**config.mk**
```make
export PLATFORM = sky130hd
export DESIGN_NAME = chimera_axi_master
export DESIGN_NICKNAME = d
export VERILOG_FILES = /design/src/rtl/chimera_pkg.sv /design/src/rtl/chimera_axi_master.sv
export SDC_FILE = /design/constraint.sdc
export NUM_CORES = 2
export LEC_CHECK = 0
export CORE_AREA = 3 3 328 330
export DETAILED_ROUTE_END_ITERATION = 7
export DIE_AREA = 0 0 331 333
export GPL_ROUTABILITY_DRIVEN = 0
export GPL_TIMING_DRIVEN = 1
export PLACE_DENSITY = 0.65
export SYNTH_ARGS = -nofsm -noshare
export SYNTH_HDL_FRONTEND = slang
export SYNTH_SLANG_ARGS = --single-unit
```
**constraint.sdc**
```tcl
create_clock -name clk -period 113.4 [get_ports clk]
set_clock_uncertainty 0.15 [all_clocks]
set_input_delay 34.02 -clock clk [delete_from_list [all_inputs] [get_ports clk]]
set_output_delay 34.02 -clock clk [all_outputs]
set_load 0.005 [all_outputs]
```
**src/rtl/chimera_pkg.sv**
```systemverilog
// Shared types and helpers for the chimera AXI master: FSM state encoding,
// AXI response codes and the beat-count ceiling division.
package chimera_pkg;

    typedef enum logic [2:0] {
        IDLE,
        WR_AW,
        WR_W,
        WR_B,
        RD_AR,
        RD_R,
        OUT
    } state_t;

    localparam logic [1:0] AXI_RESP_OKAY = 2'b00;

    function automatic int ceil_div(input int num, input int den);
        return (num + den - 1) / den;
    endfunction

endpackage

```
**src/rtl/chimera_axi_master.sv**
```systemverilog
// AXI4 master that writes one task word as a single burst and, on request,
// reads one result word back as a single burst and presents it on a stream.
module chimera_axi_master
    import chimera_pkg::*;
#(
    parameter int          AXI_DWIDTH  = 64,
    parameter int          TASK_SIZE   = 208,
    parameter int          RESULT_SIZE = 336,
    parameter logic [63:0] WR_ADDR     = 64'h0,
    parameter logic [63:0] RD_ADDR     = 64'h0,
    parameter logic [3:0]  AXI_ID      = 4'h0
) (
    input  logic                   clk,
    input  logic                   rst,
    input  logic                   task_valid,
    output logic                   task_ready,
    input  logic [TASK_SIZE-1:0]   task_data,
    input  logic                   rd_req,
    output logic                   result_valid,
    input  logic                   result_ready,
    output logic [RESULT_SIZE-1:0] result_data,
    output logic                   m_axi_awvalid,
    input  logic                   m_axi_awready,
    output logic [63:0]            m_axi_awaddr,
    output logic [7:0]             m_axi_awlen,
    output logic [3:0]             m_axi_awid,
    output logic                   m_axi_wvalid,
    input  logic                   m_axi_wready,
    output logic [AXI_DWIDTH-1:0]  m_axi_wdata,
    output logic                   m_axi_wlast,
    input  logic                   m_axi_bvalid,
    output logic                   m_axi_bready,
    input  logic [3:0]             m_axi_bid,
    input  logic [1:0]             m_axi_bresp,
    output logic                   m_axi_arvalid,
    input  logic                   m_axi_arready,
    output logic [63:0]            m_axi_araddr,
    output logic [7:0]             m_axi_arlen,
    output logic [3:0]             m_axi_arid,
    input  logic                   m_axi_rvalid,
    output logic                   m_axi_rready,
    input  logic [AXI_DWIDTH-1:0]  m_axi_rdata,
    input  logic                   m_axi_rlast,
    input  logic [3:0]             m_axi_rid,
    input  logic [1:0]             m_axi_rresp,
    output logic                   err
);

    localparam int WB = ceil_div(TASK_SIZE, AXI_DWIDTH);
    localparam int RB = ceil_div(RESULT_SIZE, AXI_DWIDTH);
    localparam int TW = WB * AXI_DWIDTH;
    localparam int RW = RB * AXI_DWIDTH;

    state_t          state;
    logic [7:0]      beat;
    logic [7:0]      beat_inc;
    logic            pend;
    logic            last_r;
    logic [TW-1:0]   task_buf;
    logic [RW-1:0]   res_buf;
    logic [RW-1:0]   res_next;
    logic            unused;

    // Burst address/length/id are fixed by parameters, so they are constants.
    assign m_axi_awaddr = WR_ADDR;
    assign m_axi_awlen  = 8'(WB - 1);
    assign m_axi_awid   = AXI_ID;
    assign m_axi_araddr = RD_ADDR;
    assign m_axi_arlen  = 8'(RB - 1);
    assign m_axi_arid   = AXI_ID;

    assign beat_inc = beat + 8'd1;
    assign last_r   = (beat == 8'(RB - 1));
    assign unused   = ^{m_axi_rid, res_next};

    // Result word including the beat arriving this cycle, so OUT can be
    // entered one cycle after the final R beat.
    always_comb begin
        res_next = res_buf;
        res_next[32'(beat) * AXI_DWIDTH +: AXI_DWIDTH] = m_axi_rdata;
    end

    always_ff @(posedge clk or posedge rst) begin
        if (rst) begin
            state         <= IDLE;
            beat          <= '0;
            pend          <= 1'b0;
            task_buf      <= '0;
            res_buf       <= '0;
            task_ready    <= 1'b1;
            result_valid  <= 1'b0;
            result_data   <= '0;
            m_axi_awvalid <= 1'b0;
            m_axi_wvalid  <= 1'b0;
            m_axi_wdata   <= '0;
            m_axi_wlast   <= 1'b0;
            m_axi_bready  <= 1'b0;
            m_axi_arvalid <= 1'b0;
            m_axi_rready  <= 1'b0;
            err           <= 1'b0;
        end else begin
            case (state)
                IDLE: begin
                    // A waiting task always takes priority over a pending read.
                    if (task_valid) begin
                        task_buf      <= TW'(task_data);
                        task_ready    <= 1'b0;
                        m_axi_awvalid <= 1'b1;
                        state         <= WR_AW;
                    end else if (pend) begin
                        pend          <= 1'b0;
                        task_ready    <= 1'b0;
                        m_axi_arvalid <= 1'b1;
                        state         <= RD_AR;
                    end
                end
                WR_AW: if (m_axi_awready) begin
                    m_axi_awvalid <= 1'b0;
                    m_axi_wvalid  <= 1'b1;
                    m_axi_wdata   <= task_buf[AXI_DWIDTH-1:0];
                    m_axi_wlast   <= (WB == 1);
                    beat          <= '0;
                    state         <= WR_W;
                end
                WR_W: if (m_axi_wready) begin
                    if (m_axi_wlast) begin
                        m_axi_wvalid <= 1'b0;
                        m_axi_wlast  <= 1'b0;
                        m_axi_bready <= 1'b1;
                        state        <= WR_B;
                    end else begin
                        beat        <= beat_inc;
                        m_axi_wdata <= task_buf[32'(beat_inc) * AXI_DWIDTH +: AXI_DWIDTH];
                        m_axi_wlast <= (beat_inc == 8'(WB - 1));
                    end
                end
                WR_B: if (m_axi_bvalid) begin
                    m_axi_bready <= 1'b0;
                    if (m_axi_bresp != AXI_RESP_OKAY || m_axi_bid != AXI_ID)
                        err <= 1'b1;
                    task_ready <= 1'b1;
                    state      <= IDLE;
                end
                RD_AR: if (m_axi_arready) begin
                    m_axi_arvalid <= 1'b0;
                    m_axi_rready  <= 1'b1;
                    beat          <= '0;
                    state         <= RD_R;
                end
                RD_R: if (m_axi_rvalid) begin
                    res_buf <= res_next;
                    if (m_axi_rresp != AXI_RESP_OKAY || m_axi_rlast != last_r)
                        err <= 1'b1;
                    // Beat count, not rlast, ends the burst.
                    if (last_r) begin
                        m_axi_rready <= 1'b0;
                        result_valid <= 1'b1;
                        result_data  <= res_next[RESULT_SIZE-1:0];
                        beat         <= '0;
                        state        <= OUT;
                    end else begin
                        beat <= beat_inc;
                    end
                end
                OUT: if (result_ready) begin
                    result_valid <= 1'b0;
                    task_ready   <= 1'b1;
                    state        <= IDLE;
                end
                default: state <= IDLE;
            endcase
            if (rd_req)
                pend <= 1'b1;
        end
    end

endmodule
```
* Word level (Yosys, flattened, before mapping) *
Index checks and enable logic that the tools add are counted.

word-level totals
  bits in registers = 1013
  bits of input ports = 295

operators by class
  $add $sub $neg = 2
  equal/unequal tests = 25
  shift-type cells = 3
  mux-type cells = 62
  reductions and logical operators = 32

operator list
  kind                         number
  $bwmux W384                  1
  $shift A64 B34 Y384 const A  1
  $shiftx A64 B34 Y384         1
  $shiftx A256 B15 Y64         1
  $mux W64                     3
  $pmux W64 S2                 1
  $mux W8                      6
  $neg A14 Y34                 1
  $pmux W8 S4                  1
  $mux W1                      30
  $mux W3                      10
  $ne A2 B2 Y1 const B         14
  $reduce_and A4 Y1            7
  $pmux W3 S7                  1
  $reduce_bool A2 Y1           10
  $pmux W1 S2                  8
  $eq A3 B3 Y1 const B         3
  $reduce_and A3 Y1            3
  $reduce_and A9 Y1            1
  $add A8 B1 Y8 const B        1
  $eq A8 B2 Y1 const B         1
  $eq A8 B3 Y1 const B         1
  $reduce_bool A4 Y1           2
  $eq A3 B2 Y1 const B         2
  11 further kinds             14

* Longest topological paths before layout *
  word-level depth = 6
  depth in mapped cells = 12
  depth with buffers taken out = 8

* Worst setup path after synthesis *
Ideal clock, no wire load.

  path kind = input to register
  from = input m_axi_rvalid
  to = register res_buf[102]
  arrival time = 35.762 ns
  data required time = 113.167 ns
  slack = 77.405 ns
  stages = 5
  path buffers = 1
  cells stage by stage = nand4b_1 > or2_2 > or4_1 > clkbuf_1 > o21ai_0

between the ends
  cells in the longest elaborated chain, start to end = 1

RTL lines
  item                                RTL line                   text
  from (decl)                         chimera_axi_master.sv:40   input logic m_axi_rvalid,
  $reduce_and A2 Y1 (no source line)  n/a
  to (signal assigned)                chimera_axi_master.sv:151  res_buf <= res_next;
  to (decl)                           chimera_axi_master.sv:60   logic [RW-1:0] res_buf;

Every way passes these cells.
A chain may end at the register's enable or synchronous reset.

* Worst setup path after layout *
  from = input task_valid
  to = register task_buf[99]

between the ends
  cells in the longest elaborated chain, start to end = 1

RTL lines
  item                                RTL line                   text
  from (decl)                         chimera_axi_master.sv:15   input logic task_valid,
  $reduce_and A2 Y1 (no source line)  n/a
  to (signal assigned)                chimera_axi_master.sv:106  task_buf <= TW'(task_data);
  to (decl)                           chimera_axi_master.sv:59   logic [TW-1:0] task_buf;

Every way passes these cells.

==> results.yml <==
logic_synthesis:
  synthMuxAreaShare_pct: 10.6
  synth_top_family_by_area: "compound AO/OA/AOI/OAI gates"
  synth_compound_area_share_pct: 14.3
  synth-edff-count: 0
  synth_xor_area_share_pct: 0.123
  synth_area_mm2: 0.0428
  synth_adder_area_share_pct: 0.146
  synth_commonest_cells: "964 x dfrtp_1, 673 x nand2_1, 508 x o21ai_0"
  synth_ff_type: "dfrtp_1"
  yosysUniqueCellTypes: 64
  netlist_instances: 4199
  synth_top_cell_by_area: "dfrtp_1"
  synth-seq-area-share_pct: 56.4
  synth_warnings: 0
  synth_seq_cells: 965
  yosysMostFrequentCell: "dfrtp_1"
  ys_top_cells_by_area: "dfrtp_1 56%, mux2_2 9.0%, o21ai_0 5.9%, nand2_1 5.9%, a31oi_1 3.9%"
  synthArstFlopShare_pct: 100
  yosys.area_share.simple_pct: 11.8
  syn_avg_cell_area_um2: 10.2
  synth.top_cell.area_share_pct: 56.3
placement:
  port_buffers: 699
  dp_cells: 5983
  place_ws_ps: 75020
  hpwl_um: 88500
sta:
  rsz0062_at_grt: "no"
  fin_setup_tns_ps: 0
  tightest_slew_ps: 1280
  final_max_slew_viol_count: 0
  worst_slack_ps: 75810
  maxClockFrequency_ghz: 0.0266
  period_minus_slack_ps: 37590
  hold_violations: 0
  slew-limit-headroom_pct: 14.9
  final-setup-viol-count: 0
  fin_crit_sh_pct: 33.1
  hold_ws_ps: 308
global_routing:
  grt_max_degree: 234
  grt_pass1_vias: 33900
  grt_overflow: 0
  grtUsageMet1_pct: 32.8
  busiest_layer: "met2"
  antenna_found_initial: 19
  grt_pass1_wl_um: 214000
  track_usage_pct: 25.2
  grt_use_met2_pct: 40.3
  grt_use_met3_pct: 7.02
power:
  pwr-share-comb_pct: 25.6
  power.density_mw_per_mm2: 20.0
  swShare_pct: 31.0
  clkPwrFrac_pct: 32.4
  vdd_drop_max_v: 0.0000146
  p_sw_mw: 0.332
  internal_power_mw: 0.740
  pwr-share-seq_pct: 42.0
  power_mw: 1.07
  leakage_nw: 23.2
clocking:
  post_cts_buffers: 0
  cts-root-buf: "clkbuf_16"
  cts_tree: "yes"
  cts_hold_buffers: 0
  clock-sinks: 965
  h-tree-depth: 3
  numCtsBuffers: 104
  cts_resized: 0
  path_clk_slew_ps: 60
  cts_buffer_depth: 3
  clkLatencyLatePin_ps: 690
floorplanning:
  die_height_um: 333
  dieArea_mm2: 0.110
  start_util_pct: 40.7
  io-pin-count: 856
  coreArea_mm2: 0.105
  fp.dieW_um: 331
  core.rowCount: 119
setup_path:
  crit_type: "input pin to flop"
  crit_path_end_kind: "flop"
  crit_required_ps: 113810
  critPathLaunchType: "input pin"
  crit_fanout: 81
  worstPathArrival_ps: 38000
cells_and_area:
  fillers: 9568
  seq_area_mm2: 0.0242
  area_growth_pct: 25.5
  nNetsFinal: 4998
  drive_gt1_share_pct: 12.6
  finalNonFillerCells: 6188
  multi_input_area_mm2: 0.0166
detailed_routing:
  drtIter0Drc: 3074
  drc: 0
  vias_per_cell: 5.51
  vias: 34100
  routed_wl_um: 142000
  drtPass1Iterations: 7
  wl_per_cell_um: 23.0
  ant_nets: 0
worst_hold_path:
  hold_class: "flop to flop"
job:
  maxCapViolCount: 0
run_status:
  status: "complete, no violations"
## registers in the layout, indices dropped and copies added (netlist names)
| signal | flops |
|---|---|
| res_buf | 336 |
| m_axi_wlast | 1 |
| task_ready | 1 |
| m_axi_bready | 1 |
| m_axi_wvalid | 1 |
| err | 1 |
| pend | 1 |
| result_data | 336 |
| m_axi_rready | 1 |
| beat | 8 |
| m_axi_wdata | 64 |
| m_axi_arvalid | 1 |
| task_buf | 208 |
| state | 3 |
| m_axi_awvalid | 1 |
| result_valid | 1 |
## power groups by stage
stage | sequential (mW) | combinational, mW | clock, mW
after floorplan | 0.445 | 0.175 | 0
after global placement | 0.453 | 0.270 | 0
after detailed placement | 0.455 | 0.275 | 0
after CTS | 0.450 | 0.276 | 0.354
after global routing | 0.458 | 0.301 | 0.369
final | 0.451 | 0.274 | 0.348
## layer usage
metal	vias up	share of wire [%]
li1	15400	-
met5	-	0.031
met4	6	3.1
met1	17100	41
met2	1368	47
met3	242	9.2
## cell families (layout without fill, tap and decap cells)
logic type | Yosys count | in the layout
adders and majority gates | 5 | 5
buffers and inverters | 572 | 1007
and+or+nand+nor | 1188 | 1188
muxes | 408 | 408
AOI/OAI and AO/OA | 1053 | 1053
DFF | 965 | 965
xor gates and xnor gates | 6 | 6
other | 2 | 165
## through the flow
stage	cell area, um2	utilization (%)
after floorplan	43400	-
after global placement	50200	47.7
after detailed placement	50200	47.7
after CTS	53700	51.1
after global routing	53700	51.1
final	53700	51.1
## area by class of cell
cell class	instances	share of cell area, %
Antenna cell	13	0.0606
Clock buffer	158	5.75
Timing Repair Buffer	753	13.9
Inverter	62	0.447
Sequential cell	965	45.0
Clock inverter	34	0.764
Multi-Input combinational cell	2812	30.9
Tap cell	1391	3.24
## path summary, 6_finish.rpt
| check | startpoint | endpoint | slack (ps) | cells past startpoint |
|---|---|---|---|---|
| worst min register to register | res_buf[50]$_DFFE_PP0P_ | result_data[50]$_DFFE_PP0P_ | 310 | 2 |
| worst max register to register | beat[0]$_DFFE_PP0P_ | res_buf[103]$_DFFE_PP0P_ | 108530 | 8 |
| min in group asynchronous | rst | result_data[197]$_DFFE_PP0P_ | 33740 | 2 |
| max in group asynchronous | rst | task_buf[28]$_DFFE_PP0P_ | 76130 | 5 |
| worst max-delay path | task_valid | task_buf[99]$_DFFE_PP0P_ | 75810 | 6 |
| worst min-delay path | res_buf[50]$_DFFE_PP0P_ | result_data[50]$_DFFE_PP0P_ | 310 | 2 |
## critical path, cell delays in order
cell             delay [ps]
clkdlybuf4s50_1         580
and3_4                  650
buf_4                   710
buf_4                   800
buf_4                   670
mux2_2                  410
## placed cells by master, fill, tap and decap left out, drive strengths merged, types with 67 or more instances in the layout
cell / synthesis / final
dfrtp: 964 / 964
clkdlybuf4s50: 0 / 699
nand2: 673 / 673
o21ai: 536 / 536
mux2: 375 / 375
nor2: 275 / 275
a31oi: 265 / 265
clkbuf: 280 / 158
conb: 2 / 152
a21oi: 104 / 104
nand3: 74 / 74
inv: 61 / 67
No activity file was read; power rests on OpenSTA's default activity.
